--- config.mk ---
export PLATFORM = sky130hd
export DESIGN_NAME = latch_bank
export DESIGN_NICKNAME = d
export VERILOG_FILES = /design/src/rtl/latch_bank_pkg.sv /design/src/rtl/latch_bank_cell.sv /design/src/rtl/latch_bank.sv
export SDC_FILE = /design/constraint.sdc
export NUM_CORES = 1
export LEC_CHECK = 0
export CAP_MARGIN = 20
export CORE_MARGIN = 3
export CORE_UTILIZATION = 35
export DETAILED_ROUTE_END_ITERATION = 16
export GPL_TIMING_DRIVEN = 0
export PLACE_DENSITY = 0.64
export REMOVE_ABC_BUFFERS = 1
export SLEW_MARGIN = 20
export SYNTH_ARGS = -nofsm -noshare
export SYNTH_HDL_FRONTEND = slang
export SYNTH_SLANG_ARGS = --single-unit
export TNS_END_PERCENT = 10
--- constraint.sdc ---
create_clock -name clk -period 2 [get_ports clk]
set_input_delay 0.2 -clock clk [delete_from_list [all_inputs] [get_ports clk]]
set_output_delay 0.2 -clock clk [all_outputs]
set_load 0.1 [all_outputs]
--- src/rtl/latch_bank_pkg.sv ---
// Shared encodings for the latch_bank channel register bank.
package latch_bank_pkg;

    typedef enum logic [1:0] {
        MODE_HOLD        = 2'b00,
        MODE_TRANSPARENT = 2'b01,
        MODE_CAPTURE     = 2'b10,
        MODE_TOGGLE      = 2'b11
    } mode_e;

    typedef enum logic {
        ST_IDLE = 1'b0,
        ST_SCAN = 1'b1
    } state_e;

endpackage

--- src/rtl/latch_bank_cell.sv ---
// One WIDTH-bit channel word of the bank, updated only while selected.
module latch_cell
    import latch_bank_pkg::*;
#(
    parameter int WIDTH = 8
) (
    input  logic             clk,
    input  logic             rst,
    input  logic             sel,
    input  logic [1:0]       mode,
    input  logic             strobe,
    input  logic [WIDTH-1:0] din,
    output logic [WIDTH-1:0] q
);

    logic [WIDTH-1:0] lat_d, lat_q;

    always_comb begin
        lat_d = lat_q;
        if (sel) begin
            case (mode_e'(mode))
                MODE_TRANSPARENT: lat_d = din;
                MODE_CAPTURE:     if (strobe) lat_d = din;
                MODE_TOGGLE:      if (strobe) lat_d = lat_q ^ din;
                default:          lat_d = lat_q;
            endcase
        end
    end

    always_ff @(posedge clk) begin
        if (rst) lat_q <= '0;
        else     lat_q <= lat_d;
    end

    assign q = lat_q;

endmodule

--- src/rtl/latch_bank.sv ---
// Multi-channel latch bank with registered readout and a full-bank scan sequencer.
module latch_bank
    import latch_bank_pkg::*;
#(
    parameter int WIDTH    = 8,
    parameter int CHANNELS = 4,
    parameter int CH_W     = $clog2(CHANNELS)
) (
    input  logic             clk,
    input  logic             rst,
    input  logic [1:0]       mode,
    input  logic [CH_W-1:0]  ch_sel,
    input  logic [WIDTH-1:0] din,
    input  logic             strobe,
    input  logic             invert,
    input  logic             scan_start,
    output logic [WIDTH-1:0] dout,
    output logic             scan_valid,
    output logic [CH_W-1:0]  scan_ch,
    output logic             busy
);

    logic [WIDTH-1:0] lat [CHANNELS];

    state_e           state_d, state_q;
    logic [CH_W-1:0]  cnt_d, cnt_q;
    logic [CH_W-1:0]  rd_idx;
    logic [WIDTH-1:0] rd_src;
    logic [WIDTH-1:0] dout_d, dout_q;
    logic             scan_valid_d, scan_valid_q;
    logic [CH_W-1:0]  scan_ch_d, scan_ch_q;
    logic             busy_d, busy_q;

    // Out-of-range selects match no cell, so writes to them are dropped.
    for (genvar c = 0; c < CHANNELS; c++) begin : g_ch
        latch_cell #(.WIDTH(WIDTH)) u_cell (
            .clk    (clk),
            .rst    (rst),
            .sel    (32'(ch_sel) == c),
            .mode   (mode),
            .strobe (strobe),
            .din    (din),
            .q      (lat[c])
        );
    end

    always_comb begin
        state_d = state_q;
        cnt_d   = cnt_q;
        case (state_q)
            ST_IDLE: begin
                if (scan_start) begin
                    state_d = ST_SCAN;
                    cnt_d   = '0;
                end
            end
            ST_SCAN: begin
                if (cnt_q == CH_W'(CHANNELS - 1)) state_d = ST_IDLE;
                else                              cnt_d   = cnt_q + CH_W'(1);
            end
            default: state_d = ST_IDLE;
        endcase
    end

    // Read mux sees pre-update cell values, so a same-edge write shows next cycle.
    always_comb begin
        rd_idx = (state_q == ST_SCAN) ? cnt_q : ch_sel;
        rd_src = '0;
        for (int c = 0; c < CHANNELS; c++) begin
            if (32'(rd_idx) == c) rd_src = lat[c];
        end
        dout_d       = invert ? ~rd_src : rd_src;
        scan_valid_d = (state_q == ST_SCAN);
        scan_ch_d    = scan_valid_d ? cnt_q : '0;
        busy_d       = scan_valid_d;
    end

    always_ff @(posedge clk) begin
        if (rst) begin
            state_q      <= ST_IDLE;
            cnt_q        <= '0;
            dout_q       <= '0;
            scan_valid_q <= 1'b0;
            scan_ch_q    <= '0;
            busy_q       <= 1'b0;
        end else begin
            state_q      <= state_d;
            cnt_q        <= cnt_d;
            dout_q       <= dout_d;
            scan_valid_q <= scan_valid_d;
            scan_ch_q    <= scan_ch_d;
            busy_q       <= busy_d;
        end
    end

    assign dout       = dout_q;
    assign scan_valid = scan_valid_q;
    assign scan_ch    = scan_ch_q;
    assign busy       = busy_q;

endmodule

==> reports/qor.yml, run 1 <==
status: "complete, no violations"
h-tree-depth: 2
diodes: 0
antenna_found_initial: 0
max_freq_mhz: 509.5
grt_pass1_wl_microns: 9487
crit_fanout: 2
route.detailed.drc: 0
die-area_sq_um: 7579
ys_types: 33
holdPathEnd: "g_ch[0].u_cell.q[2]"
grt_max_degree: 46
min_from: "rst"
layout_min_cycle_time_ns: 1.963
clk_pin_slew_ns: 0.09
yosys_warnings: 0
multi_input_area_sq_um: 1318
place_area_sq_um: 2610
max_cap_violations: 0
arrival_ns: 1.76
drive_above_1_share_pct: 10.58
rsz0062_at_grt: "yes"
netlist_instances: 254
finalSetupViolCount: 0
drtPass1Iterations: 5
final_util_pct: 45.20
avgSynthCellArea_sq_um: 9.054
r2r_cells: 4
register_area_sq_um: 925.9
final_antenna_net_count: 0
crit_path_max_incr_delay_ns: 1.12
fin_cells: 349
hold_depth: 3
cts.sinks: 46
io_buffers: 28
worst_r2r_endpoint: "dout[2]"
start_util_pct: 37.51
wl_per_cell_microns: 17.30
leakagePower_nw: 0.9821
grt_pass1_vias: 1865
skew_ns: 0.01205
path_cells: "clkdlybuf4s50_1"
dpl.cell_count: 339
fillers: 597
critPathSlowestCell: "clkdlybuf4s50_1"
layout_commonest_cell: "dfxtp_1"
drtIter0Drc: 172
cp-end-kind: "output port"
place_ws_ns: -0.6378
crit_path_start_kind: "register"
die_y_microns: 87.06
area_growth_pct: 20.51
clock_latency_ns: 0.31
layout.nets: 291
hold_path.class: "primary input to register"
cts_buffers: 5
rows: 28
reg2reg_slack_ns: 0.08
p_per_area_nw_per_um2: 806.6
vias: 2040
synth_seq_cells: 46
critPathKind: "register to output port"
grt-ovfl-total: 0
critPathTopFamily: "buffers and inverters"
hold-worst-slack_ns: 0.3306
reg2reg_from: "busy_d"
dp_hpwl_microns: 3763
setup_ws_ns: 0.03719
ctsLongestPathBuffers: 2
final_cell_mix: "dfxtp_1, mux2i_1, o22ai_1"
path_buf_inv: 1
worstPathRequired_ns: 1.80
die_w_microns: 87.06
worstMarginPinSlew_ns: 1.034
cts_tree: "built"
root_buffer: "clkbuf_8"
pin_count: 29
routabilityCongestion: 0.7671
vdd_drop_max_mv: 0.3223
synth.cell_area_sq_um: 2300
stdcell_area_sq_um: 2771
yosysSeqAreaShare_pct: 40.04
final_hold_viol_count: 0
slew_violations: 0
post-route-period-util_pct: 98.14
grt_usage_pct: 15.93
routed_wl_microns: 6036
vias_per_cell: 5.845
slew_headroom_pct: 30.54
coreArea_sq_um: 6131
layer usage:
layer  GRT usage, %  share of wire [%]
met5              0                  0
met4          5.099               0.91
met3          2.744                5.6
met2          25.81                 48
met1          21.46                 45
cell families (layout without fill, tap and decap cells):
| group | Yosys count | count (layout) | synth area share, % |
|---|---|---|---|
| AOI/OAI and AO/OA | 91 | 91 | 23.89 |
| muxes | 47 | 47 | 21.38 |
| buffers and inverters | 21 | 41 | 3.754 |
| and+or+nand+nor | 48 | 48 | 10.39 |
| DFF | 46 | 46 | 40.04 |
| adders and majority gates | 1 | 1 | 0.5440 |
Yosys cell counts (all sizes together):
cell,n,area share (%)
nand3,3,0.65
mux2i,33,15
a2bb2oi,3,1.1
o21ai,42,9.1
nor2,12,2.0
nor3b,1,0.33
ha,1,0.54
dfxtp,46,40
or3,2,0.54
buf,6,1.3
nor2b,2,0.54
nand3b,1,0.33
and3,1,0.27
o22ai,32,8.7
a22o,3,1.1
mux2,14,6.9
a32oi,1,0.38
inv,2,0.33
a21oi,4,0.87
nand2b,9,2.4
o31ai,1,0.33
nor3,2,0.44
and2,3,0.82
or2,1,0.27
a222oi,5,2.2
nand2,11,1.8
clkbuf,13,2.1
repair_timing:
item,4_1_cts,5_1_grt
pin swaps,1,1
hold buffers,0,0
setup endpoints to repair,5,14
resized for setup,4,7
buffers inserted,0,2
stage by stage:
stage	setup TNS, ns	total power [mW]
after floorplan	0	1.375
after global placement	-15.18	1.518
after detailed placement	-9.312	1.530
after CTS	0	2.229
after global routing	-0.1531	2.321
final	0	2.235
layout make-up:
class	instances	share of cell area [%]
clock buffers	5	2.483
clock inverters	3	1.580
inverters	2	0.2709
multi-input cells	187	47.54
flip-flops and latches	46	33.41
well taps	75	3.386
repair buffers	31	11.33
state kept, by name, summed over array words and instances, names as in the netlist:
signal,flops
dout,8
cnt_q,2
g_ch.u_cell.q,32
busy_d,1
busy,1
scan_ch,2
how the worst max path moves through the flow:
stage	slack, ns	depth (start not counted)	to	from
4_1_cts	0.02	4	dout[2]	busy_d
2_1_floorplan	0.1	4	dout[2]	busy_d
3_3_place_gp	-0.67	5	dout[2]	ch_sel[1]
5_1_grt	-0.03	5	g_ch[1].u_cell.q[7]	ch_sel[0]
6_report	0.04	1	busy	busy
3_5_place_dp	-0.64	5	dout[2]	ch_sel[1]
power by group:
part	total [mW]	switching, mW	internal (mW)
Combinational	0.497	0.308	0.189
Sequential	1.03	0.0493	0.976
Clock	0.713	0.338	0.375
(Power assumes the default switching activity.)
==> run 2: changes to the inputs <==
CORE_UTILIZATION = 51   (was 35)
PLACE_DENSITY = 0.83   (was 0.64)
==> reports/qor.yml, run 2 (synthesis results as in run 1) <==
grt_pass1_vias: 1780  # -4.6%
place_area_sq_um: 2559  # -2.0%
leakagePower_nw: 0.9690  # -1.3%
cts_hold_buf: 0  # unchanged
max_freq_mhz: 513.1  # +0.71%
antenna_found_initial: 0  # unchanged
rows: 23  # -18%
wl_per_cell_microns: 17.57  # +1.6%
hold_path.class: "primary input to register"
finalSetupViolCount: 0  # unchanged
clock_latency_ns: 0.30  # about the same
dp_hpwl_microns: 3495  # -7.1%
largest_register_ffs: 32  # unchanged
cts_buffers: 5  # unchanged
status: "complete, no violations"
route.detailed.drc: 0  # unchanged
layout_min_cycle_time_ns: 1.949  # -0.01389 ns
layout.nets: 293  # +0.69%
routed_wl_microns: 5711  # -5.4%
h-tree-depth: 2  # unchanged
slew_headroom_pct: 27.52  # -3.0 points
die-area_sq_um: 5351  # -29%
path_cells: "clkdlybuf4s50_1"
post-route-period-util_pct: 97.45  # -0.69 points
critPathTopFamily: "buffers and inverters"
critPathSlowestCell: "clkdlybuf4s50_1"
max_cap_violations: 0  # unchanged
place_ws_ns: -0.6119  # +0.02591 ns
area_growth_pct: 18.88
worstPathRequired_ns: 1.80  # about the same
reg2reg_from: "busy_d"
cts_tree: "built"
grt_pass1_wl_microns: 8790  # -7.3%
crit_fanout: 2  # unchanged
setup_ws_ns: 0.05108  # +0.01389 ns
total_power_mw: 2.233  # -0.12%
layout_commonest_cell: "dfxtp_1"
arrival_ns: 1.75  # about the same
pin_count: 29  # unchanged
vdd_drop_max_mv: 0.6799  # +110%
final_cell_mix: "dfxtp_1, mux2i_1, o22ai_1"
diodes: 0  # unchanged
clk_pin_slew_ns: 0.08  # about the same
grt_usage_pct: 21.52  # +5.6 points
die_w_microns: 73.15  # -16%
slew_violations: 0  # unchanged
stdcell_area_sq_um: 2734  # -1.4%
critPathKind: "register to output port"
skew_ns: 0.005843  # -0.006209 ns
drtIter0Drc: 313  # +82%
dpl.cell_count: 313  # -7.7%
routabilityCongestion: 0.7776  # +1.4%
final_antenna_net_count: 0  # unchanged
die_y_microns: 73.15  # -16%
io_buffers: 28  # unchanged
cp.depth: 1  # unchanged
worstMarginPinSlew_ns: 1.079  # +0.04489 ns
final_hold_viol_count: 0  # unchanged
start_util_pct: 55.11  # +18 points
grt-ovfl-total: 0  # unchanged
cts.sinks: 46  # unchanged
hold-worst-slack_ns: 0.4714  # +0.1408 ns
crit_path_start_kind: "register"
rsz0062_at_grt: "yes"
vias_per_cell: 6.332  # +8.3%
drtPass1Iterations: 7  # +2
r2r_cells: 4  # unchanged
coreArea_sq_um: 4173  # -32%
root_buffer: "clkbuf_8"
ctsLongestPathBuffers: 2  # unchanged
vias: 2058  # +0.88%
min_from: "rst"
path_buf_inv: 1  # unchanged
cp-end-kind: "output port"
fin_cells: 325  # -6.9%
crit_path_max_incr_delay_ns: 1.12  # about the same
hold_depth: 2  # -1
grt_max_degree: 47  # +2.2%
drive_above_1_share_pct: 10.18  # -0.40 points
startpoint: "busy"
p_per_area_nw_per_um2: 816.7  # +1.3%
==> run 2: cell types whose count changed in the layout (fill, tap and decap cells not counted) <==
| cell | change |
|---|---|
| buf_12 | -1 |
| buf_4 | +3 |
| clkbuf_8 | +1 |
| clkdlybuf4s50_1 | +1 |
| clkinv_2 | -1 |
| dlymetal6s2s_1 | -1 |
| inv_6 | -1 |
| mux2_1 | +1 |
| mux2_4 | -1 |
| nand2_1 | +1 |
| nand2_2 | -1 |
==> run 2: cell type report <==
class | instances | area, sq um
clock inverter | 1 | 30.03
tap | 50 | 62.56
timing repair buffer | 33 | 314.1
inverter | 2 | 7.507
multi-input combinational | 187 | 1311
fill | 344 | 1439
clock buffer | 6 | 82.58
sequential | 46 | 925.9
==> run 2: stage by stage <==
stage,utilization (%),TNS (ns)
CTS,64.29,0
global route,65.52,-0.03522
floorplan,-,0
global placement,61.44,-12.94
finish,65.52,0
detailed placement,61.32,-6.570
==> run 2: final timing paths <==
kind | endpoint | slack (ns)
min reg2reg | g_ch[0].u_cell.q[3] | 0.52
max reg2reg | dout[3] | 0.05
max | scan_valid | 0.05
min | cnt_q[0] | 0.47
==> run 2: per-layer routing <==
layer / wire length (microns) / GRT usage, %
met1: 2403 / 29.30
met2: 2780 / 33.76
met3: 477 / 5.647
met4: 49 / 5.533
met5: 0 / 0
==> run 2: where the power goes <==
group / switching (mW) / total [mW] / internal, mW / leakage (nW)
clock network: 0.310 / 0.710 / 0.400 / 0.0573
registers: 0.0496 / 1.03 / 0.976 / 0.378
logic: 0.307 / 0.497 / 0.189 / 0.534
total: 0.667 / 2.23 / 1.57 / 0.969
==> run 2: repair_timing <==
| item | CTS | global route |
|---|---|---|
| setup buffers | 0 | 5 |
| pin swaps | 1 | 2 |
| endpoints found under the setup margin | 5 | 6 |
| gates resized for setup | 4 | 4 |
==> run 3: changes to the inputs <==
ABC_AREA = 1   (was not set)
SETUP_SLACK_MARGIN = 0.02   (was not set)
==> reports/qor.yml, run 3 <==
status: "complete, no violations"
rows: 24  # +4.3%
setup_tns_ns: 0  # unchanged
drtPass1Iterations: 5  # -2
fin_cells: 451  # +39%
grt_usage_pct: 21.35  # -0.18 points
arrival_ns: 1.74  # about the same
synth_top_family_by_area: "simple AND/OR/NAND/NOR gates"
max_cap_violations: 0  # unchanged
synth_seq_cells: 46  # unchanged
path_buf_inv: 1  # unchanged
post-route-period-util_pct: 96.93  # -0.51 points
cts.sinks: 46  # unchanged
diodes: 0  # unchanged
worstPathRequired_ns: 1.80  # about the same
drtIter0Drc: 210  # -33%
crit_path_max_incr_delay_ns: 1.12  # about the same
synthFlopType: "dfxtp_1"
crit_fanout: 1  # -1
hold_depth: 2  # unchanged
use_met3_pct: 6.147  # +0.50 points
gr-usage-met2_pct: 35.76  # +2.0 points
place_area_sq_um: 2786  # +8.9%
stdcell_area_sq_um: 2893  # +5.8%
finalSetupViolCount: 0  # unchanged
grt_max_degree: 42  # -11%
synth.cell_area_sq_um: 2517  # +9.5%
area_growth_pct: 14.91
layout_commonest_cell: "nand2_1"
comb_power_share_pct: 26.6  # +4.4 points
yosys.cell_count.top_type: "nand2_1"
die_w_microns: 76.26  # +4.2%
die-area_sq_um: 5815  # +8.7%
ctsLongestPathBuffers: 2  # unchanged
r2r_cells: 9  # +5
swShare_pct: 34.80  # +4.9 points
cts_hold_buf: 0  # unchanged
dpl.cell_count: 444  # +42%
clk_pin_slew_ns: 0.09  # about the same
vias_per_cell: 5.384  # -15%
layout_min_cycle_time_ns: 1.939  # -0.01025 ns
io_buffers: 28  # unchanged
grt_pass1_vias: 2198  # +23%
synth_compound_area_share_pct: 16.90  # -7.0 points
synthMuxAreaShare_pct: 0  # -21 points
intPower_mw: 1.378  # -12%
netlist_instances: 371  # +46%
cp-end-kind: "output port"
routed_wl_microns: 6114  # +7.1%
root_buffer: "clkbuf_8"
critPathSlowestCell: "clkdlybuf4s50_1"
cts_setup_buffers: 0  # unchanged
grt_pass1_wl_microns: 10190  # +16%
final_hold_viol_count: 0  # unchanged
synth-xor-area-share_pct: 11.13  # +11 points
die_y_microns: 76.26  # +4.2%
layout.nets: 404  # +38%
clock_power_share_pct: 26.2  # -5.6 points
slew_violations: 0  # unchanged
grt-busiest-layer: "met2"
critPathKind: "register to output port"
synth_common_cells: "nand2_1, dfxtp_1, a21oi_1"
cp.depth: 1  # unchanged
drive_above_1_share_pct: 6.477  # -3.7 points
routabilityCongestion: 0.7888  # +1.4%
ys_types: 24  # -27%
skew_ns: 0.009404  # +0.003561 ns
coreArea_sq_um: 4564  # +9.4%
p_seq_share_pct: 47.1  # +1.2 points
synthArstFlopShare_pct: 0  # unchanged
hold_path.class: "primary input to register"
route.detailed.drc: 0  # unchanged
largest_register_ffs: 32  # unchanged
yosysSeqAreaShare_pct: 36.58  # -3.5 points
grt-ovfl-total: 0  # unchanged
crit_path_start_kind: "register"
cts_tree: "built"
antenna_found_initial: 0  # unchanged
slew_headroom_pct: 34.93  # +7.4 points
synth.top_cell.area_share_pct: 36.58  # -3.5 points
vias: 2428  # +18%
yosys_warnings: 0  # unchanged
final_cell_mix: "nand2_1, dfxtp_1, a21oi_1"
synthSimpleGateAreaFrac_pct: 26.94  # +17 points
leakagePower_nw: 1.108  # +14%
rsz0062_at_grt: "no"
vdd_drop_max_mv: 0.3600  # -47%
yosys.area.top_type: "dfxtp_1"
clock_latency_ns: 0.30  # about the same
yosys-top-cells-area: "dfxtp_1, nand2_1, xnor2_1"
final_antenna_net_count: 0  # unchanged
h-tree-depth: 2  # unchanged
p_per_area_nw_per_um2: 730.7  # -11%
synth_edf_count: 0  # unchanged
wl_per_cell_microns: 13.56  # -23%
avgSynthCellArea_sq_um: 6.785  # -25%
start_util_pct: 55.15  # about the same
max_freq_mhz: 515.8  # +0.53%
pin_count: 29  # unchanged
critPathTopFamily: "buffers and inverters"
p_switching_uw: 735.7  # +10%
cts_buffers: 5  # unchanged
use_met1_pct: 26.76  # -2.5 points
worstMarginPinSlew_ns: 0.9730  # -0.1059 ns
dp_hpwl_microns: 4029  # +15%
synthAdderAreaFrac_pct: 0.4970  # -0.047 points
path_cells: "clkdlybuf4s50_1"
## run 3: cell types whose count changed after synthesis, sizes merged, moves of 9 or more
cell	delta
mux2	-14
mux2i	-33
xnor2	+32
nand2	+104
nand3	+19
nand2b	-9
a21oi	+39
o22ai	-32
inv	+27
## run 3: cell families (layout without fill, tap and decap cells)
kind of cell | Yosys count | count (layout)
and+or+nand+nor | 157 | 157
AOI/OAI and AO/OA | 85 | 85
buffers and inverters | 50 | 65
DFF | 46 | 46
xor gates and xnor gates | 32 | 32
adders and majority gates | 1 | 1
## run 3: final cells by class
| type | count | area (sq um) |
|---|---|---|
| Inverter | 30 | 115.1 |
| Timing Repair Buffer | 28 | 282.8 |
| Tap cell | 65 | 81.33 |
| Sequential cell | 46 | 920.9 |
| Multi-Input combinational cell | 275 | 1413 |
| Fill cell | 435 | 1672 |
| Clock buffer | 6 | 72.57 |
| Clock inverter | 1 | 7.507 |
## run 3: power by group through the flow
stage	registers, mW	clock network [mW]	logic (mW)
after detailed placement	1.02	0	0.553
after CTS	0.996	0.553	0.557
after global routing	1.00	0.591	0.613
final	0.996	0.554	0.563
after floorplan	1.16	0	0.250
after global placement	1.02	0	0.542
## run 3: stage by stage
stage	utilization, %	setup WS (ns)	total power [mW]	hold WS [ns]
global route	63.38	0.02569	2.206	0.4498
detailed placement	61.05	-0.6246	1.571	0.4863
finish	63.38	0.06133	2.114	0.4288
CTS	62.86	0.02169	2.105	0.4355
global placement	61.16	-0.8581	1.558	0.4775
floorplan	-	0.2468	1.406	0.2691
## run 3: worst paths after layout
kind | startpoint | end | slack [ns]
worst min register to register | g_ch[0].u_cell.q[2] | g_ch[0].u_cell.q[2] | 0.50
worst max-delay path | dout[0] | dout[0] | 0.06
worst min-delay path | rst | busy_d | 0.43
worst max register to register | busy_d | dout[2] | 0.43
## run 3: metal layers
metal / up-vias / share of wire [%]
met5: - / 0
met4: 0 / 1.2
met3: 11 / 7.8
met2: 80 / 48
met1: 1116 / 43
li1: 1221 / -
## run 3: timing repair
item                                    4_1_cts  5_1_grt
cloned                                        0        0
endpoints found under the setup margin       32       35
gates resized for setup                       1        6
